--- src/rtl/compare_sort_ctrl.sv ---
`default_nettype none
// ============================================================================
//  Module   : compare_sort_ctrl (with helper compare_sort_ctrl_cmp)
//  Purpose  : Frame sorter. Accepts DEPTH unsigned elements, bubble-sorts them
//             in place with a single shared comparator, counts adjacent equal
//             pairs in the sorted frame, then streams the frame out ascending.
//  Ports    : clk, rst (async, active-high)
//             in_valid / in_ready / in_data           - input stream
//             out_valid / out_ready / out_data / out_last - output stream
//             dup_count - adjacent equal pairs of the last sorted frame
//             busy      - high while sorting or counting duplicates
//  Revision : 1.0 - initial release
// ============================================================================

// Shared comparator: op=1 -> in_1 < in_0, op=0 -> in_1 == in_0.
module compare_sort_ctrl_cmp #(
  parameter int WIDTH = 4
) (
  input  logic             op_i,
  input  logic [WIDTH-1:0] in_0_i,
  input  logic [WIDTH-1:0] in_1_i,
  output logic             comp_out_o
);
  assign comp_out_o = op_i ? (in_1_i < in_0_i) : (in_1_i == in_0_i);
endmodule

module compare_sort_ctrl #(
  parameter int INPUT_SIZE = 4,
  parameter int DEPTH      = 8
) (
  input  logic                     clk,
  input  logic                     rst,
  input  logic                     in_valid,
  output logic                     in_ready,
  input  logic [INPUT_SIZE-1:0]    in_data,
  output logic                     out_valid,
  input  logic                     out_ready,
  output logic [INPUT_SIZE-1:0]    out_data,
  output logic                     out_last,
  output logic [$clog2(DEPTH)-1:0] dup_count,
  output logic                     busy
);
  localparam int PTR_W = $clog2(DEPTH);
  localparam logic [PTR_W-1:0] c_LAST_PTR = PTR_W'(DEPTH - 1);
  localparam logic [PTR_W-1:0] c_LAST_IDX = PTR_W'(DEPTH - 2);

  typedef enum logic [1:0] {
    ST_LOAD  = 2'd0,
    ST_SORT  = 2'd1,
    ST_DUPS  = 2'd2,
    ST_DRAIN = 2'd3
  } state_t;

  state_t                  state_q, state_d;
  logic [PTR_W-1:0]        wr_ptr_q, wr_ptr_d;
  logic [PTR_W-1:0]        rd_ptr_q, rd_ptr_d;
  logic [PTR_W-1:0]        idx_q, idx_d;
  logic [PTR_W-1:0]        pass_q, pass_d;     // completed sort passes
  logic                    swapped_q, swapped_d; // any swap in current pass
  logic [PTR_W-1:0]        dup_q, dup_d;
  logic [INPUT_SIZE-1:0]   mem_q [DEPTH];

  logic [PTR_W-1:0]        idx_nxt;
  logic                    cmp_op;
  logic                    cmp_out;
  logic                    load_wr;
  logic                    do_swap;

  assign idx_nxt = idx_q + PTR_W'(1);

  compare_sort_ctrl_cmp #(.WIDTH(INPUT_SIZE)) u_cmp (
    .op_i       (cmp_op),
    .in_0_i     (mem_q[idx_q]),
    .in_1_i     (mem_q[idx_nxt]),
    .comp_out_o (cmp_out)
  );

  // in_ready is gated by rst so nothing is accepted while reset is held.
  assign in_ready  = (state_q == ST_LOAD) && !rst;
  assign load_wr   = in_valid && in_ready;
  assign cmp_op    = (state_q == ST_SORT);
  assign do_swap   = (state_q == ST_SORT) && cmp_out;
  assign out_valid = (state_q == ST_DRAIN);
  assign out_data  = mem_q[rd_ptr_q];
  assign out_last  = (state_q == ST_DRAIN) && (rd_ptr_q == c_LAST_PTR);
  assign busy      = (state_q == ST_SORT) || (state_q == ST_DUPS);
  assign dup_count = dup_q;

  always_comb begin
    state_d   = state_q;
    wr_ptr_d  = wr_ptr_q;
    rd_ptr_d  = rd_ptr_q;
    idx_d     = idx_q;
    pass_d    = pass_q;
    swapped_d = swapped_q;
    dup_d     = dup_q;
    case (state_q)
      ST_LOAD: begin
        if (load_wr) begin
          wr_ptr_d = wr_ptr_q + PTR_W'(1);
          if (wr_ptr_q == '0) dup_d = '0;
          if (wr_ptr_q == c_LAST_PTR) begin
            state_d   = ST_SORT;
            wr_ptr_d  = '0;
            idx_d     = '0;
            pass_d    = '0;
            swapped_d = 1'b0;
          end
        end
      end
      ST_SORT: begin
        if (cmp_out) swapped_d = 1'b1;
        if (idx_q == c_LAST_IDX) begin
          idx_d     = '0;
          pass_d    = pass_q + PTR_W'(1);
          swapped_d = 1'b0;
          // Done when this pass made no swap or DEPTH-1 passes are complete.
          if (!(swapped_q || cmp_out) || (pass_q == c_LAST_IDX)) begin
            state_d = ST_DUPS;
          end
        end else begin
          idx_d = idx_nxt;
        end
      end
      ST_DUPS: begin
        if (cmp_out) dup_d = dup_q + PTR_W'(1);
        if (idx_q == c_LAST_IDX) begin
          idx_d    = '0;
          rd_ptr_d = '0;
          state_d  = ST_DRAIN;
        end else begin
          idx_d = idx_nxt;
        end
      end
      ST_DRAIN: begin
        if (out_ready) begin
          if (rd_ptr_q == c_LAST_PTR) begin
            rd_ptr_d = '0;
            state_d  = ST_LOAD;
          end else begin
            rd_ptr_d = rd_ptr_q + PTR_W'(1);
          end
        end
      end
      default: state_d = ST_LOAD;
    endcase
  end

  always_ff @(posedge clk or posedge rst) begin
    if (rst) begin
      state_q   <= ST_LOAD;
      wr_ptr_q  <= '0;
      rd_ptr_q  <= '0;
      idx_q     <= '0;
      pass_q    <= '0;
      swapped_q <= 1'b0;
      dup_q     <= '0;
    end else begin
      state_q   <= state_d;
      wr_ptr_q  <= wr_ptr_d;
      rd_ptr_q  <= rd_ptr_d;
      idx_q     <= idx_d;
      pass_q    <= pass_d;
      swapped_q <= swapped_d;
      dup_q     <= dup_d;
    end
  end

  // Storage is deliberately not reset; it is always refilled before use.
  always_ff @(posedge clk) begin
    if (load_wr) begin
      mem_q[wr_ptr_q] <= in_data;
    end else if (do_swap) begin
      mem_q[idx_q]   <= mem_q[idx_nxt];
      mem_q[idx_nxt] <= mem_q[idx_q];
    end
  end

endmodule
`default_nettype wire

--- config.mk ---
export PLATFORM = sky130hd
export DESIGN_NAME = compare_sort_ctrl
export DESIGN_NICKNAME = d
export VERILOG_FILES = /design/src/rtl/compare_sort_ctrl.sv
export SDC_FILE = /design/constraint.sdc
export NUM_CORES = 1
export LEC_CHECK = 0
export ABC_AREA = 1
export CAP_MARGIN = 10
export CELL_PAD_IN_SITES_DETAIL_PLACEMENT = 1
export CELL_PAD_IN_SITES_GLOBAL_PLACEMENT = 1
export CORE_ASPECT_RATIO = 2
export CORE_MARGIN = 1
export CORE_UTILIZATION = 48
export DETAILED_ROUTE_END_ITERATION = 8
export HOLD_SLACK_MARGIN = 0.08
export PLACE_DENSITY = 0.85
export SLEW_MARGIN = 15
export SYNTH_ARGS = -nofsm -noshare
export SYNTH_HDL_FRONTEND = slang
export SYNTH_SLANG_ARGS = --single-unit
--- constraint.sdc ---
create_clock -name clk -period 4.8 [get_ports clk]
set_clock_uncertainty 0.05 [all_clocks]
set_input_delay 0.96 -clock clk [delete_from_list [all_inputs] [get_ports clk]]
set_output_delay 0.96 -clock clk [all_outputs]
set_load 0.02 [all_outputs]
==> impl_metrics.tcl <==
set metrics [dict create \
    die-area_mm2 0.00845 \
    io_buffers 18 \
    cts_tree "done" \
    ctsResizeCount 0 \
    start_util 0.491 \
    syn_avg_cell_area_um2 6.95 \
    fin_crit_sh 0.786 \
    antenna_found_initial 0 \
    synth_area_mm2 0.00387 \
    grt_setup_unrepaired "no" \
    drv_cap 0 \
    worst-slew-pin-transition_ns 0.641 \
    status "complete, no violations" \
    fin_tns_setup_ns 0 \
    num-fill-cells 1048 \
    startpoint_type "flop" \
    grt_usage 0.334 \
    io_pins 19 \
    drt-initial-drc-count 223 \
    r2r_end "mem_q[6][3]" \
    path_max_fanout 22 \
    drt_first_pass_iters 4 \
    ys_types 31 \
    gp_congestion 0.980 \
    relSlewSlack 0.572 \
    drive_above_1_share 0.0808 \
    grt_max_degree 64 \
    die_y_um 129 \
    setup_viol 0 \
    drc_errors 0 \
    hold_start "dup_count[1]" \
    ys_warn_count 0 \
    utilization 0.539 \
    clk_path_buf_depth 2 \
    synth_edf_count 32 \
    die_w_um 65.5 \
    hold_end "dup_count[1]" \
    vias 3885 \
    holdPathStages 2 \
    syn_to_final_growth_pct 9.83 \
    arrival_ns 2.76 \
    yosysMostFrequentCell "nand2_1" \
    cts_hold_buf 0 \
    synth_top_area_cell "edfxtp_1" \
    syn_inst 557 \
    antenna_cells 0 \
    r2r_cells 16 \
    fin_crit_ns 3.77 \
    ant_nets 0 \
    worstSkewPairLatency_ns 0.30 \
    critPathCaptureType "output pin" \
    fmax_mhz 265 \
    htreeDepth 2 \
    core_area_mm2 0.00789 \
    cts_setup_buffers 0 \
    slew_viol_final 0 \
    async_flop_share 0.360 \
    numClockSinks 50 \
    first_global_vias 4004 \
    clk_pin_slew_ns 0.07 \
    worstPathRequired_ns 3.79 \
    grt_pass1_wl_um 20400 \
    ys_top_cells_by_area "edfxtp_1, nand2_1, dfrtp_1" \
    routed_wl_um 13100 \
    yosysSeqAreaShare 0.365 \
    rr_startpoint "idx_q[1]" \
    hpwl_um 10400 \
    clockRootBuffer "clkbuf_16" \
    grt.overflow.total 0 \
    ys_ff_latch 50 \
    wl_per_cell_um 19.7 \
    ys_top_cells_by_count "nand2_1, inv_1, o21ai_0, nand3_1, edfxtp_1" \
    ff2ff_setup_slack_ns 1.05 \
    routed_via_density 5.84 \
    nets 594 \
    hold_violations 0 \
    fp-row-count 46 \
    cts_made_buffers 5 \
    synth_ff_type "edfxtp_1" \
    critical_path_class "reg -> out" \
    synthDominantCellAreaShare 0.248 \
    hold_path.class "reg -> reg" \
    synth.net_count 583 \
]
-- worst max path at each step --
stage	end	start	cells past startpoint	slack (ns)
2_1_floorplan	mem_q[4][0]	idx_q[0]	20	1.78
3_3_place_gp	mem_q[5][2]	idx_q[1]	16	1.17
3_5_place_dp	mem_q[6][0]	idx_q[1]	16	1.14
4_1_cts	out_data[3]	rd_ptr_q[0]	5	1.04
5_1_grt	mem_q[6][0]	idx_q[1]	16	0.75
6_report	out_data[3]	rd_ptr_q[0]	5	1.03
-- registers in the layout, indices dropped and copies added, names as in the netlist --
signal,count
dup_count,3
swapped_q,1
rd_ptr_q,3
idx_q,3
mem_q,32
wr_ptr_q,3
pass_q,3
state_q,2
-- metal layers --
metal,share of wire,global-route usage,vias to the layer above
met4,0.080,0.263,0
met1,0.34,0.314,1850
met2,0.54,0.619,123
li1,-,-,1842
met5,0,0,-
met3,0.035,0.0470,70
-- through the flow --
step / cell area (um2) / hold slack (ns) / setup slack, ns / std cells
after floorplan: 3870 / 0.438 / 1.78 / 557
after global placement: 4110 / 0.450 / 1.17 / 657
after detailed placement: 4110 / 0.477 / 1.14 / 657
after CTS: 4250 / 0.497 / 1.04 / 665
after global routing: 4250 / 0.515 / 0.751 / 665
final: 4250 / 0.487 / 1.03 / 665
-- area by class of cell --
cell class | count | area (um2) | share of cell area
multi-input combinational | 420 | 2110 | 0.497
tap | 96 | 120 | 0.0283
sequential | 50 | 1410 | 0.332
clock buffer | 6 | 129 | 0.0303
inverter | 71 | 267 | 0.0627
timing repair buffer | 20 | 195 | 0.0459
clock inverter | 2 | 15.0 | 0.00353
-- worst max-delay path: stages, from the launching register on --
cell             delay, ns
dfrtp_1               0.75
inv_1                 0.37
o21ai_0               0.37
a21oi_1               0.17
a31oi_1               0.17
clkdlybuf4s50_1       0.62
-- cells in the final DEF, fill, tap and decap left out, types with 11 or more instances in the layout --
cell / n
nand2_1: 210
inv_1: 60
o21ai_0: 50
nand3_1: 40
edfxtp_1: 32
nor2_1: 19
a21oi_1: 18
ha_1: 18
dfrtp_1: 18
clkdlybuf4s50_1: 18
o211ai_1: 13
nand4_1: 12
nand2_2: 11
inv_2: 11
-- kinds of logic (layout without fill, tap and decap cells) --
group,count (synthesis),in the layout,synth area share
AO/OA/AOI/OAI,94,94,0.136
XOR/XNOR,2,2,0.00453
adder cells (fa/ha/maj),18,18,0.0582
buffers and inverters,87,99,0.0892
flip-flops,50,50,0.365
AND/OR/NAND/NOR,306,306,0.347
Power is left out: the tool's default activity adds up to more than one toggle a clock period on the data nets, which glitch-free logic cannot reach.
